## src/rtl/noc_pkg.sv

```systemverilog
// noc_pkg: flit type, idle token, header field helpers and FSM state encodings for the ring stop
package noc_pkg;
   localparam int MAX_DW = 32;
   typedef struct packed {
      logic              ctl;
      logic [MAX_DW-1:0] data;
   } flit_t;
   localparam flit_t IDLE_FLIT = '{ctl: 1'b1, data: '0};
   typedef enum logic [1:0] {IN_IDLE, IN_FWD, IN_RX} in_state_e;
   typedef enum logic [1:0] {OUT_IDLE, OUT_FWD, OUT_INJ} out_state_e;
   function automatic logic [MAX_DW-1:0] hdr_field(input logic [MAX_DW-1:0] d, input int lsb, input int w);
      return (d >> lsb) & ((MAX_DW'(1) << w) - MAX_DW'(1));
   endfunction
   function automatic logic [MAX_DW-1:0] hdr_dest(input logic [MAX_DW-1:0] d, input int id_w);
      return hdr_field(d, 0, id_w);
   endfunction
   function automatic logic [MAX_DW-1:0] hdr_len(input logic [MAX_DW-1:0] d, input int id_w, input int len_w);
      return hdr_field(d, id_w, len_w);
   endfunction
endpackage

```

## src/rtl/noc_sync_fifo.sv

```systemverilog
// noc_sync_fifo: show-ahead synchronous FIFO with full/empty/count, any depth
module noc_sync_fifo #(
   parameter int WIDTH = 8,
   parameter int DEPTH = 8
) (
   input  logic                         clk,
   input  logic                         reset,
   input  logic                         push,
   input  logic [WIDTH-1:0]             din,
   input  logic                         pop,
   output logic [WIDTH-1:0]             dout,
   output logic                         full,
   output logic                         empty,
   output logic [$clog2(DEPTH+1)-1:0]   count
);
   localparam int AW = DEPTH > 1 ? $clog2(DEPTH) : 1;
   localparam int CW = $clog2(DEPTH + 1);
   logic [WIDTH-1:0] mem [DEPTH];
   logic [AW-1:0] wp, rp;
   logic wr, rd;
   assign wr    = push && !full;
   assign rd    = pop && !empty;
   assign full  = count == CW'(DEPTH);
   assign empty = count == '0;
   assign dout  = mem[rp];
   always_ff @(posedge clk) begin
      if (!reset) begin
         wp    <= '0;
         rp    <= '0;
         count <= '0;
      end else begin
         if (wr) wp <= (wp == AW'(DEPTH - 1)) ? '0 : wp + 1'b1;
         if (rd) rp <= (rp == AW'(DEPTH - 1)) ? '0 : rp + 1'b1;
         count <= count + CW'(wr) - CW'(rd);
      end
   end
   always_ff @(posedge clk) if (wr) mem[wp] <= din;
endmodule

```

## src/rtl/noc_ring_node.sv

```systemverilog
// noc_ring_node: ring stop that forwards through-traffic, ejects local packets and injects TX packets into gaps
module noc_ring_node
   import noc_pkg::*;
#(
   parameter int DW        = 8,
   parameter int ID_W      = 2,
   parameter int LEN_W     = 3,
   parameter int NODE_ID   = 0,
   parameter int RX_DEPTH  = 8,
   parameter int TX_DEPTH  = 16,
   parameter int BYP_DEPTH = 9
) (
   input  logic          clk,
   input  logic          reset,
   input  logic          noc_to_dev_ctl,
   input  logic [DW-1:0] noc_to_dev_data,
   output logic          noc_from_dev_ctl,
   output logic [DW-1:0] noc_from_dev_data,
   input  logic          tx_valid,
   output logic          tx_ready,
   input  logic [DW-1:0] tx_data,
   input  logic          tx_hdr,
   input  logic          tx_last,
   output logic          rx_valid,
   input  logic          rx_ready,
   output logic [DW-1:0] rx_data,
   output logic          rx_last,
   output logic          rx_overflow,
   output logic          proto_err
);
   localparam int TCW = $clog2(TX_DEPTH + 1);
   if (BYP_DEPTH < 2 ** LEN_W + 1) begin : g_byp_chk
      $error("BYP_DEPTH must be at least 2**LEN_W+1");
   end
   if (ID_W + LEN_W > DW || DW > MAX_DW) begin : g_fmt_chk
      $error("header fields must fit in DW and DW must not exceed MAX_DW");
   end
   flit_t in_q, out_q, out_nxt;
   in_state_e in_st;
   out_state_e out_st, out_st_nxt;
   logic [LEN_W-1:0] rem, in_len, out_rem, out_rem_nxt, byp_len;
   logic [TCW-1:0] tx_pkt_cnt;
   logic in_hdr, in_pay, in_self, byp_push, rx_push, fwd, inj, tx_done, tx_push;
   logic byp_full, byp_empty, rx_full, rx_empty, tx_full, tx_empty, unused;
   logic [DW:0] byp_dout, rx_dout;
   logic [DW+1:0] tx_dout;
   logic [$clog2(BYP_DEPTH+1)-1:0] byp_count;
   logic [$clog2(RX_DEPTH+1)-1:0] rx_count;
   logic [TCW-1:0] tx_count;
   assign in_len   = LEN_W'(hdr_len(in_q.data, ID_W, LEN_W));
   assign in_hdr   = in_q.ctl && in_len != '0;
   assign in_pay   = !in_q.ctl;
   assign in_self  = hdr_dest(in_q.data, ID_W) == MAX_DW'(NODE_ID);
   assign byp_push = (in_hdr && !in_self) || (in_pay && in_st == IN_FWD);
   assign rx_push  = in_pay && in_st == IN_RX;
   always_ff @(posedge clk) begin
      if (!reset) begin
         in_q        <= IDLE_FLIT;
         in_st       <= IN_IDLE;
         rem         <= '0;
         rx_overflow <= 1'b0;
         proto_err   <= 1'b0;
      end else begin
         in_q <= flit_t'{ctl: noc_to_dev_ctl, data: MAX_DW'(noc_to_dev_data)};
         if (in_hdr) begin
            if (rem != '0) proto_err <= 1'b1;
            rem   <= in_len;
            in_st <= in_self ? IN_RX : IN_FWD;
         end else if (in_pay) begin
            if (in_st == IN_IDLE) proto_err <= 1'b1;
            else begin
               rem <= rem - 1'b1;
               if (rem == LEN_W'(1)) in_st <= IN_IDLE;
            end
            if (rx_push && rx_full) rx_overflow <= 1'b1;
         end
      end
   end
   noc_sync_fifo #(.WIDTH(DW + 1), .DEPTH(BYP_DEPTH)) u_byp (
      .clk(clk), .reset(reset), .push(byp_push), .din({in_q.ctl, in_q.data[DW-1:0]}),
      .pop(fwd), .dout(byp_dout), .full(byp_full), .empty(byp_empty), .count(byp_count));
   noc_sync_fifo #(.WIDTH(DW + 1), .DEPTH(RX_DEPTH)) u_rx (
      .clk(clk), .reset(reset), .push(rx_push), .din({rem == LEN_W'(1), in_q.data[DW-1:0]}),
      .pop(rx_valid && rx_ready), .dout(rx_dout), .full(rx_full), .empty(rx_empty), .count(rx_count));
   noc_sync_fifo #(.WIDTH(DW + 2), .DEPTH(TX_DEPTH)) u_tx (
      .clk(clk), .reset(reset), .push(tx_valid), .din({tx_hdr, tx_last, tx_data}),
      .pop(inj), .dout(tx_dout), .full(tx_full), .empty(tx_empty), .count(tx_count));
   assign tx_ready = !tx_full;
   assign tx_push  = tx_valid && !tx_full;
   assign rx_valid = !rx_empty;
   assign rx_data  = rx_dout[DW-1:0];
   assign rx_last  = !rx_empty && rx_dout[DW];
   assign unused   = ^{byp_full, byp_count, rx_count, tx_count, out_q.data};
   assign byp_len  = LEN_W'(hdr_len(MAX_DW'(byp_dout[DW-1:0]), ID_W, LEN_W));
   // bypass always wins; injection only starts from idle with an empty bypass and runs to its tail
   assign fwd      = !byp_empty && out_st != OUT_INJ;
   assign inj      = out_st == OUT_INJ ? !tx_empty : out_st == OUT_IDLE && byp_empty && tx_pkt_cnt != '0;
   assign tx_done  = inj && tx_dout[DW];
   always_comb begin
      out_nxt     = fwd ? flit_t'{ctl: byp_dout[DW], data: MAX_DW'(byp_dout[DW-1:0])}
                  : inj ? flit_t'{ctl: tx_dout[DW+1], data: MAX_DW'(tx_dout[DW-1:0])} : IDLE_FLIT;
      out_st_nxt  = out_st;
      out_rem_nxt = out_rem;
      if (fwd) begin
         out_rem_nxt = byp_dout[DW] ? byp_len : (out_rem != '0 ? out_rem - 1'b1 : '0);
         out_st_nxt  = out_rem_nxt != '0 ? OUT_FWD : OUT_IDLE;
      end else if (inj) out_st_nxt = tx_dout[DW] ? OUT_IDLE : OUT_INJ;
   end
   always_ff @(posedge clk) begin
      if (!reset) begin
         out_q      <= IDLE_FLIT;
         out_st     <= OUT_IDLE;
         out_rem    <= '0;
         tx_pkt_cnt <= '0;
      end else begin
         out_q      <= out_nxt;
         out_st     <= out_st_nxt;
         out_rem    <= out_rem_nxt;
         tx_pkt_cnt <= tx_pkt_cnt + TCW'(tx_push && tx_last) - TCW'(tx_done);
      end
   end
   assign noc_from_dev_ctl  = out_q.ctl;
   assign noc_from_dev_data = out_q.data[DW-1:0];
endmodule

```

## config.mk

```make
export PLATFORM = sky130hd
export DESIGN_NAME = noc_ring_node
export DESIGN_NICKNAME = d
export VERILOG_FILES = /design/src/rtl/noc_pkg.sv /design/src/rtl/noc_sync_fifo.sv /design/src/rtl/noc_ring_node.sv
export SDC_FILE = /design/constraint.sdc
export NUM_CORES = 1
export LEC_CHECK = 0
export CAP_MARGIN = 40
export CORE_MARGIN = 2
export CORE_UTILIZATION = 63
export CTS_CLUSTER_SIZE = 40
export DETAILED_ROUTE_END_ITERATION = 6
export DONT_BUFFER_PORTS = 1
export PLACE_DENSITY = 0.79
export SYNTH_ARGS = -nofsm -noshare
export SYNTH_HDL_FRONTEND = slang
export SYNTH_SLANG_ARGS = --single-unit
```

## constraint.sdc

```tcl
create_clock -name clk -period 4.23 [get_ports clk]
set_clock_uncertainty 0.1 [all_clocks]
set_input_delay 0.423 -clock clk [delete_from_list [all_inputs] [get_ports clk]]
set_output_delay 0.423 -clock clk [all_outputs]
set_load 0.01 [all_outputs]
```

# Word-level counts from Yosys, hierarchy flattened
# Memory sizes are Yosys's and may differ from the RTL's. A register that Yosys moved wholly into a read port is not among the register bits.
# Index checks and enable logic that the tools add are counted.
[totals]
inputBits = 23
regBits = 70
ramBits = 313
elab_cells = 142
mem_count = 3
out_inout_bits = 22
[op_classes]
reduce_logical = 45
addsub = 16
mux = 39
bitwise_logic = 2
eq_ne = 17
[mem_list]
columns = ["name", "words", "width", "rd", "rd_clocked_by_memory_dff", "wr", "line_no", "rtl"]
rows = [
  ["u_tx.mem", 16, 10, 1, 1, 1, "noc_sync_fifo.sv:18", "logic [WIDTH-1:0] mem [DEPTH];"],
  ["u_byp.mem", 9, 9, 1, 1, 1, "noc_sync_fifo.sv:18", ""],
  ["u_rx.mem", 8, 9, 1, 1, 1, "noc_sync_fifo.sv:18", ""],
]
[ops]
columns = ["operator", "n"]
rows = [
  ["33-bit two-way mux", 2],
  ["32-bit logical NOT", 1],
  ["4-bit two-way mux", 8],
  ["3-bit two-way mux", 9],
  ["4-bit equality test, second input constant", 6],
  ["1-bit logical AND", 18],
  ["4-bit by 1-bit adder with 4-bit output, second input constant", 4],
  ["2-bit two-way mux", 8],
  ["1-bit two-way mux", 12],
  ["3-bit nonzero test", 4],
  ["5-bit by 1-bit adder with 5-bit output", 2],
  ["5-bit by 1-bit subtractor with 5-bit output", 2],
  ["3-bit AND reduction", 3],
  ["4-bit by 1-bit adder with 4-bit output", 2],
  ["1-bit logical NOT", 8],
  ["4-bit logical NOT", 2],
  ["4-bit by 1-bit subtractor with 4-bit output", 2],
  ["3-bit by 1-bit adder with 3-bit output, second input constant", 2],
  ["3-bit equality test, second input constant", 2],
  ["2-bit nonzero test", 3],
  ["3-bit by 1-bit subtractor with 3-bit output, second input constant", 2],
  ["5-bit equality test, second input constant", 1],
  ["5-bit logical NOT", 1],
  ["5-bit nonzero test", 1],
  ["other kinds (9)", 14],
]

# Logic depth before layout (Yosys ltp)
[logic_depth]
depth_word = 7
ltp_mapped = 16
mapped_depth_nobuf = 15

# By module
# Synthesis repeated with hierarchy kept, for this count alone.
[hier_totals]
hier_cells = 971
hier_area_um2 = 16100.4
[by_module_without_submodules]
columns = ["mod", "seq_area_each_um2", "area_per_inst_um2", "n_inst", "cells_per_inst"]
rows = [
  ["noc_sync_fifo (u_tx)", 5144.9, 7001.7, 1, 353],
  ["noc_sync_fifo (u_byp)", 2752.6, 4030.1, 1, 265],
  ["noc_sync_fifo (u_rx)", 2422.3, 3488.3, 1, 183],
  ["noc_ring_node", 700.7, 1580.3, 1, 170],
]

# Least setup slack after synthesis
# Ideal clock, no wire load.
[synth_timing]
path_kind = "register to register"
from = "register with a tool-made name"
to = "register tx_pkt_cnt[4]"
arrival_time_ns = 3.126
setup_slack_ns = 0.889
period_less_slack_ns = 3.341
path_stages_with_launch = 16
path_buffers = 2
setup_time_ns = 0.116
t_required_ns = 4.014
cell_sequence = "dfxtp_1 -> buf_6 -> buf_6 -> mux4_2 -> mux4_2 -> and2_1 -> ha_1 -> inv_1 -> ha_1 -> inv_1 -> fa_1 -> inv_1 -> a21oi_1 -> nor2_1 -> or3_1 -> and3_1"
[synth_rtl]
columns = ["item", "line_no", "rtl"]
rows = [
  ["to (signal assigned)", "noc_ring_node.sv:119", "tx_pkt_cnt <= tx_pkt_cnt + TCW'(tx_push && tx_last) - TCW'(tx_done);"],
  ["to (decl)", "noc_ring_node.sv:42", "logic [TCW-1:0] tx_pkt_cnt;"],
]

==> results.py <==
metrics = {
    "yosys": {
        "synth_edf_count": 313,
        "async_reset_ff_share_pct": 0,
        "synth.area.top_cells": "edfxtp_1 59%, mux4_2 12%, dfxtp_1 10%",
        "postSynthNetCount": 1002,
        "netlist_area_um2": 15900,
        "yosysTopAreaCellShare_pct": 59.1,
        "synthesis.yosys.warnings": 0,
        "syn_area_per_cell_um2": 17.1,
        "yosys.area.top_type": "edfxtp_1",
        "seq_area_frac_synth_pct": 69.2,
        "yosys-top-cells-count": "313 x edfxtp_1, 82 x mux4_2, 81 x dfxtp_1",
        "ys.flop_type": "edfxtp_1",
        "ys_ff_latch": 394,
        "ys_types": 55,
        "synth.most_common_cell": "edfxtp_1",
        "synth_cells": 932,
    },
    "clock_tree": {
        "clock_path_buffers": 3,
        "clk_latency_ps": 520,
        "root_buffer": "clkbuf_16",
        "clkSlewWorstSetupHoldPaths_ps": 60,
        "cts_sinks": 394,
        "numCtsBuffers": 38,
        "cts_tree": "done",
        "cts-htree-levels": 2,
        "cts_setup_buffers": 0,
        "ctsResizeCount": 0,
    },
    "die": {
        "io_pins": 45,
        "dieHeight_um": 163,
        "die_w_um": 163,
        "core_um2": 25000,
        "start_util_pct": 63.8,
        "die_area_um2": 26500,
        "rows": 58,
    },
    "power": {
        "p_total_mw": 10.4,
        "pwr-share-comb_pct": 22.1,
        "p_sw_share_pct": 26.6,
        "power_leakage_nw": 6.02,
        "peakVddDrop_mv": 0.427,
        "power_frac_clock_pct": 33.1,
        "powerDensity_nw_per_um2": 581,
        "p_int_mw": 7.65,
        "p_sw_mw": 2.78,
        "seqPwrFrac_pct": 44.8,
    },
    "global_route": {
        "grt_usage_pct": 23.6,
        "grt_max_degree": 75,
        "overflow": 0,
        "grt_pass1_wl_um": 47000,
        "antenna_found_initial": 0,
        "grt_pass1_vias": 8248,
    },
    "worst_setup_path": {
        "start_kind": "register",
        "end_kind": "register",
        "path_class": "register to register",
        "path_max_fanout": 12,
        "arrival_ps": 3840,
        "critPathRequiredTime_ps": 4540,
    },
    "cells_and_area": {
        "multi_input_area_um2": 4550,
        "fill_cells": 1538,
        "final_layout_size_suffix_gt1_share_pct": 19.1,
        "num-nets-final": 1063,
        "area_growth_syn_to_layout_pct": 12.7,
        "fin_area_um2": 17900,
        "layout.area.seq_um2": 11000,
        "diodes": 0,
    },
    "drt": {
        "wl_per_cell_um": 22.5,
        "num_vias": 8180,
        "via_per_inst": 6.06,
        "dr.pass1.iters": 5,
        "wirelength_um": 30300,
        "postRouteAntennaNets": 0,
        "drc": 0,
        "drt_iter0_drc": 708,
    },
    "sta": {
        "rsz0062_at_grt": "false",
        "timing.setup.tns_ps": 0,
        "slew_headroom_pct": 41.1,
        "setup_violations": 0,
        "period_needed_ps": 3530,
        "timing.hold.ws_ps": 34.3,
        "worstMarginPinSlew_ps": 881,
        "hold_viol_final": 0,
        "layout_worst_path_cycle_share_pct": 83.5,
        "fmax_ghz": 0.283,
        "slew_viol_final": 0,
    },
    "placement": {
        "placed_area_um2": 16400,
        "dp_hpwl_um": 18500,
        "portBuffers": 0,
        "place_congestion": 0.783,
    },
    "run_status": {
        "status": "completed",
    },
    "run": {
        "max_cap_viol_count": 0,
    },
    "worst_hold_path": {
        "hold_path_class": "input pin to register",
    },
}
## power groups by stage
stage                     clock [mW]  sequential (mW)  combinational, mW
after floorplan                    0             4.64               1.87
after global placement             0             4.75               2.17
after detailed placement           0             4.75               2.25
after CTS                       3.50             4.67               2.32
after global routing            3.64             4.70               2.54
final                           3.45             4.67               2.30
## timing repair
action,in CTS,in global routing
hold endpoints to repair,240,0
hold buffers,21,0
endpoints found under the setup margin,0,0
## critical path: stages (launching register included)
cell     delay (ps)
dfxtp_2         570
mux4_2          560
mux4_2          470
and2_1          180
ha_1            270
inv_1            40
ha_1            180
inv_1            90
fa_1            220
inv_1            50
a21oi_1         130
nor2_1           60
or3_1           330
and3_1          170
## stage by stage
step	std cells	setup slack, ps	util (%)
after global routing	1350	443	71.8
after floorplan	932	889	-
after CTS	1350	676	71.8
final	1350	699	71.8
after detailed placement	1262	727	65.8
after global placement	1253	731	65.5
## routing by layer
metal | vias to the layer above | global-route usage (%) | share of wire, %
met5 | - | 0 | 0
met4 | 0 | 6.56 | 2.3
met3 | 55 | 3.90 | 5.6
met2 | 254 | 40.5 | 52
met1 | 4165 | 31.9 | 40
li1 | 3706 | - | -
## registers in the layout, summed over array words and instances, names as in the netlist, 4 cells and up, named ones only
| register | flops |
|---|---|
| u_tx.mem | 160 |
| u_byp.mem | 81 |
| in_q | 6 |
| u_byp.rp | 4 |
| u_byp.count | 4 |
| u_rx.count | 4 |
| u_rx.mem | 72 |
| u_tx.wp | 4 |
| u_tx.count | 5 |
| u_tx.rp | 4 |
| u_byp.wp | 4 |
| noc_from_dev_data | 8 |
| tx_pkt_cnt | 5 |
## layout by cell type, fill, tap and decap left out, types with 3 or more instances in the layout
cell type,count
edfxtp_1,313
mux4_2,82
dfxtp_1,80
nand2_1,49
ha_1,43
inv_1,41
clkbuf_16,39
buf_4,36
and2_1,28
nor2_1,26
mux2i_1,26
o21ai_0,23
nor2b_1,22
dlygate4sd3_1,20
nor3_1,18
a21oi_1,16
a21boi_0,16
nand3_1,9
mux2_2,9
a22oi_1,9
and3_1,8
clkinv_1,7
nand2b_1,7
xnor2_1,7
clkinv_2,7
a21o_1,6
bufinv_16,6
clkbuf_1,6
or3_1,5
xor2_1,5
nand4b_1,4
a31oi_1,4
fa_1,4
nor4b_1,3
## final cells by class
cell class              count  share of cell area [%]
multi-input cells         458                    25.4
clock buffers              46                    5.65
flip-flops and latches    394                    61.5
clock inverters            21                    1.45
repair buffers             58                    2.86
inverters                  43                   0.900
well taps                 330                    2.30
## kinds of logic (layout without fill, tap and decap cells)
family,count (synthesis),in the layout,synth area share [%]
AO/OA/AOI/OAI,91,91,3.76
flip-flops,394,394,69.2
buffers and inverters,80,168,2.27
multiplexers,117,117,13.9
AND/OR/NAND/NOR,191,191,6.31
XOR/XNOR,12,12,0.660
adder cells (fa/ha/maj),47,47,3.88
## worst paths after layout
check                                            start                              end  slack (ps)  cells past startpoint
worst max-delay path                          register         tx_pkt_cnt[4]$_SDFF_PN0_         700                     13
worst min-delay path                             reset  noc_from_dev_data[2]$_SDFF_PN0_          30                      1
worst max register to register                register         tx_pkt_cnt[4]$_SDFF_PN0_         700                     13
worst min register to register  out_st[0]$_SDFFE_PN0P_           out_st[0]$_SDFFE_PN0P_         390                      2
(Power assumes the default switching activity.)
==> patch 1: new RTL, config.mk and constraints unchanged <==
Make the reset (`reset`) asynchronous in 3 clocked blocks.
--- a/src/rtl/noc_sync_fifo.sv
+++ b/src/rtl/noc_sync_fifo.sv
@@ -25,3 +25,3 @@
    assign dout  = mem[rp];
-   always_ff @(posedge clk) begin
+   always_ff @(posedge clk or negedge reset) begin
       if (!reset) begin
--- a/src/rtl/noc_ring_node.sv
+++ b/src/rtl/noc_ring_node.sv
@@ -55,3 +55,3 @@
    assign rx_push  = in_pay && in_st == IN_RX;
-   always_ff @(posedge clk) begin
+   always_ff @(posedge clk or negedge reset) begin
       if (!reset) begin
@@ -108,3 +108,3 @@
    end
-   always_ff @(posedge clk) begin
+   always_ff @(posedge clk or negedge reset) begin
       if (!reset) begin
Function: differs if reset is asserted again (counterexample within 4 cycles, from zero or initial values and one cycle with reset low); with reset held inactive, the same outputs for 4 cycles.
==> patch 1 against the unedited design <==
Count of clock-buffer cells in the layout up 1. Area after synthesis decreased by 1.6%. Sequential share of layout area increased by 1.9 points. Wire length increased by 4.7%. Sequential cell count fell by 11. Total power up 13%. Combinational power grew 44%. Cell area is 1.9% lower. Fmax is 1.6% higher. Worst setup slack better by 57 ps. Hold slack better by 120 ps. Clock power fell by 6.7%.
==> patch 1: results (changes against the unedited design) <==
Critical path:
- The capturing point of the worst reg2reg path is u_tx.count[4].
- The length in cells of the worst reg-to-reg path came to 15 (+2).
- The delay of the slowest cell on the worst path is 750 ps (+180 ps).
- The slack of the worst reg-to-reg path is 760 ps (+60 ps).
- The largest fanout of any net on the critical path came to 6 (-6).
- On the critical path the largest part of the delay comes from adder cells.
- The arrival time of data at the critical path endpoint is 3800 ps (-40 ps).

Synthesis:
- The average instance area after synthesis is 17.7 sq um (+3.7%).
- The fraction of synthesized area in multiplexers was 13.5% (-0.34 points).
- The fraction of registers with async set or reset after synthesis is 18.3% (+18 points).
- The fraction of the mapped netlist area in compound gates came to 3.82% (+0.060 points).
- After synthesis, the most frequently instantiated cells are sky130_fd_sc_hd__edfxtp_1 (313), sky130_fd_sc_hd__mux4_2 (76), sky130_fd_sc_hd__dfrtp_1 (68).
- The share of synthesized area occupied by flip-flops and latches is 71.2% (+2.0 points).
- The area share of xor/xnor cells in the synthesized design is 0.839% (+0.18 points).
- After synthesis, the cell types taking the most area are sky130_fd_sc_hd__edfxtp_1 (60%), sky130_fd_sc_hd__mux4_2 (11%), sky130_fd_sc_hd__dfrtp_1 (11%).

GRT:
- The global-route usage over all layers is 25.6% (+2.0 points).
- The maximum number of pins on one net before global-route repair is 71 (-5.3%).
- The met3 capacity usage during global routing is 3.75% (-0.14 points).
- The number of global-route vias before repair came to 8,552 (+3.7%).
- The global routing usage on met2 is 45.9% (+5.4 points).
- The wire length of the first global-routing pass came to 49.6 mm (+5.6%).

Power and ir drop:
- The leakage power is 6.32 nW (+5.0%).
- The net switching fraction of the power is 30.8% (+4.2 points).
- The clock network power share is 27.5% (-5.6 points).
- The power in sequential cells was 0.00519 W (+11%).

Hold path:
- The end of the worst hold path is u_rx.rp[1].
- The startpoint of the tightest hold check path is rx_ready.
- The cell count of the worst hold path is 2 (+1).

Outcome:
- The flow ran to the end, and the final reports show no timing, DRC or antenna violations.

Place:
- The number of placed instances with taps included is 1,207 (-4.4%).
- The HPWL after detailed placement came to 19.7 mm (+6.7%).
- The placer's final routability congestion estimate is 0.846 (+8.1%).

Route:
- The routed via count came to 8,008 (-2.1%).
- The average wire per standard cell is 24.5 um (+9.0%).
- The initial detailed-routing violation count came to 610 (-14%).
- The first-pass iteration count of the detailed router came to 6 (+1).

STA:
- The worst slew margin relative to its limit came to 42.2% (+1.1 points).
- The worst hold slack is 155 ps (+120 ps).

Finish:
- The count of non-filler cells in the finished layout is 1,296 (-4.0%).
- The number of nets in the finished design is 1,015 (-4.5%).
[patch 1: cell type report]
class,count,area (sq um)
clock buffers,47,1060
clock inverters,21,153
fillers,1447,6800
inverters,52,195
multi-input cells,416,4160
flip-flops and latches,383,11200
well taps,324,405
repair buffers,53,468
[patch 1: repair_timing]
action,4_1_cts,5_1_grt
gates resized for setup,0,0
hold endpoints to repair,239,0
hold buffers,21,0
[patch 1: routing by layer]
metal / up-vias / wire (um)
li1: 3533 / -
met1: 4120 / 12000
met2: 300 / 17100
met3: 55 / 1790
met4: 0 / 793
met5: - / 0
[patch 1: stage by stage]
step / area, sq um / total power (W) / setup slack [ps]
after detailed placement: 16200 / 0.00849 / 805
after global placement: 16100 / 0.00825 / 905
final: 17600 / 0.0117 / 756
after CTS: 17600 / 0.0118 / 786
after global routing: 17600 / 0.0123 / 597
after floorplan: 15700 / 0.00762 / 1160
==> patch 2: new RTL, same flow settings <==
Without the edit above. `TX_DEPTH`: 16 -> 32.
--- a/src/rtl/noc_ring_node.sv
+++ b/src/rtl/noc_ring_node.sv
@@ -9,3 +9,3 @@
    parameter int RX_DEPTH  = 8,
-   parameter int TX_DEPTH  = 16,
+   parameter int TX_DEPTH  = 32,
    parameter int BYP_DEPTH = 9
Formal check against the unedited RTL: no difference found for any inputs over 4 cycles, from zero or initial values and one cycle with reset low; that may be too few to reach the edited logic, so the function may still have changed.
==> patch 2 against the unedited design <==
Sequential cell count grew 165. Combinational power increased by 7%. Wire length rose by 59%. Area after synthesis increased by 40%. Total power up 32%. Cell area up 41%. Worst setup slack improved by 41 ps. Sequential share of layout area increased by 1.7 points. Critical endpoint unchanged. Largest power group unchanged.
==> patch 2: results (changes against the unedited design) <==
Hold path:
- The cell count of the worst hold path was 2 (+1).

Route:
- The detailed-routing wirelength on met1 is 18.6 mm (+54%).
- The wire length on met3 is 3.68 mm (+120%).
- The highest routing layer actually used is met5.
- The routed wire length is 48.1 mm (+59%).
- The post-detailed-route via-to-cell ratio is 6.47 (+6.7%).

GRT:
- The global-route usage over all layers is 27.1% (+3.4 points).
- The global routing usage on met2 is 46.1% (+5.6 points).
- The wire length of the first global-routing pass is 73.0 mm (+55%).
- The maximum number of pins on one net before global-route repair is 48 (-36%).
- The number of global-route vias before repair is 12.3k (+49%).

Power and ir drop:
- The peak supply drop is 0.444 mV (+4.0%).
- The leakage power came to 8.47 nW (+41%).

Synthesis:
- The area share of xor/xnor cells in the synthesized design is 0.393% (-0.27 points).
- The distinct cell type count after synthesis is 66 (+20%).
- By area the synthesized netlist is led by sky130_fd_sc_hd__edfxtp_1 (64%), sky130_fd_sc_hd__mux4_2 (11%), sky130_fd_sc_hd__dfxtp_1 (7.7%).
- The synthesized netlist net count is 1,346 (+34%).
- The fraction of synthesized area in multiplexers is 12.9% (-1.0 points).
- The number of enable flip-flop cells after synthesis is 473 (+51%).

Finish:
- The number of nets in the finished design was 1,438 (+35%).
- In the final layout, the registers with the most flip-flops are u_tx.mem: 320 flops, u_byp.mem: 81 flops, u_rx.mem: 72 flops.

Critical path:
- The library cell contributing the largest single delay on the critical path is sky130_fd_sc_hd__mux4_1.
- The delay of the slowest cell on the worst path is 610 ps (+40 ps).

Outcome:
- The run finished with clean final reports.

Place:
- The HPWL after detailed placement is 29.3 mm (+59%).

STA:
- The final cycle utilization of the critical path was 82.5% (-0.96 points).

CTS:
- The clock buffer count from CTS came to 54 (+42%).
- The source-to-sink clock delay at the later pin of the worst-skew pair was 600 ps (+80 ps).
## patch 2: changes by cell type in the layout (fill, tap and decap cells not counted), moves of 11 or more
| cell | unedited run | this run |
|---|---|---|
| sky130_fd_sc_hd__edfxtp_1 | 313 | 473 |
| sky130_fd_sc_hd__nor2_1 | 26 | 80 |
| sky130_fd_sc_hd__a21oi_1 | 16 | 49 |
| sky130_fd_sc_hd__a22oi_1 | 9 | 40 |
| sky130_fd_sc_hd__mux4_2 | 82 | 108 |
| sky130_fd_sc_hd__buf_4 | 36 | 57 |
| sky130_fd_sc_hd__clkbuf_16 | 39 | 55 |
| sky130_fd_sc_hd__a21boi_0 | 16 | 1 |
| sky130_fd_sc_hd__nor2b_1 | 22 | 8 |
| sky130_fd_sc_hd__inv_1 | 41 | 52 |
| sky130_fd_sc_hd__o21ai_1 | 0 | 11 |
## patch 2: stage by stage
stage	total power (W)	std cells	util [%]	instance area, sq um	hold slack [ps]
6_report	0.0137	1862	72.6	25200	19.9
5_1_grt	0.0143	1862	72.6	25200	24.8
4_1_cts	0.0138	1851	72.2	25100	1.97
3_5_place_dp	0.00891	1728	66.3	23000	381
3_3_place_gp	0.00880	1716	66.0	22900	367
2_1_floorplan	0.00835	1269	-	22300	354
## patch 2: power by group
group          internal [W]  switching [W]
combinational       0.00115        0.00131
sequential          0.00620       0.000246
clock               0.00280        0.00202
total                0.0101        0.00358
## patch 2: final cells by class
cell class              instances  area, sq um
well taps                     455          569
repair buffers                 90          842
diodes                          1         2.50
clock buffers                  69         1450
multi-input cells             602         5880
fillers                      1984         9500
clock inverters                32          339
inverters                      54          203
flip-flops and latches        559        15900
## patch 2: repair_timing
action | 4_1_cts | 5_1_grt
setup buffers | 0 | 0
endpoints found under the setup margin | 0 | 0
endpoints found under the hold margin | 348 | 0
hold buffers | 22 | 0
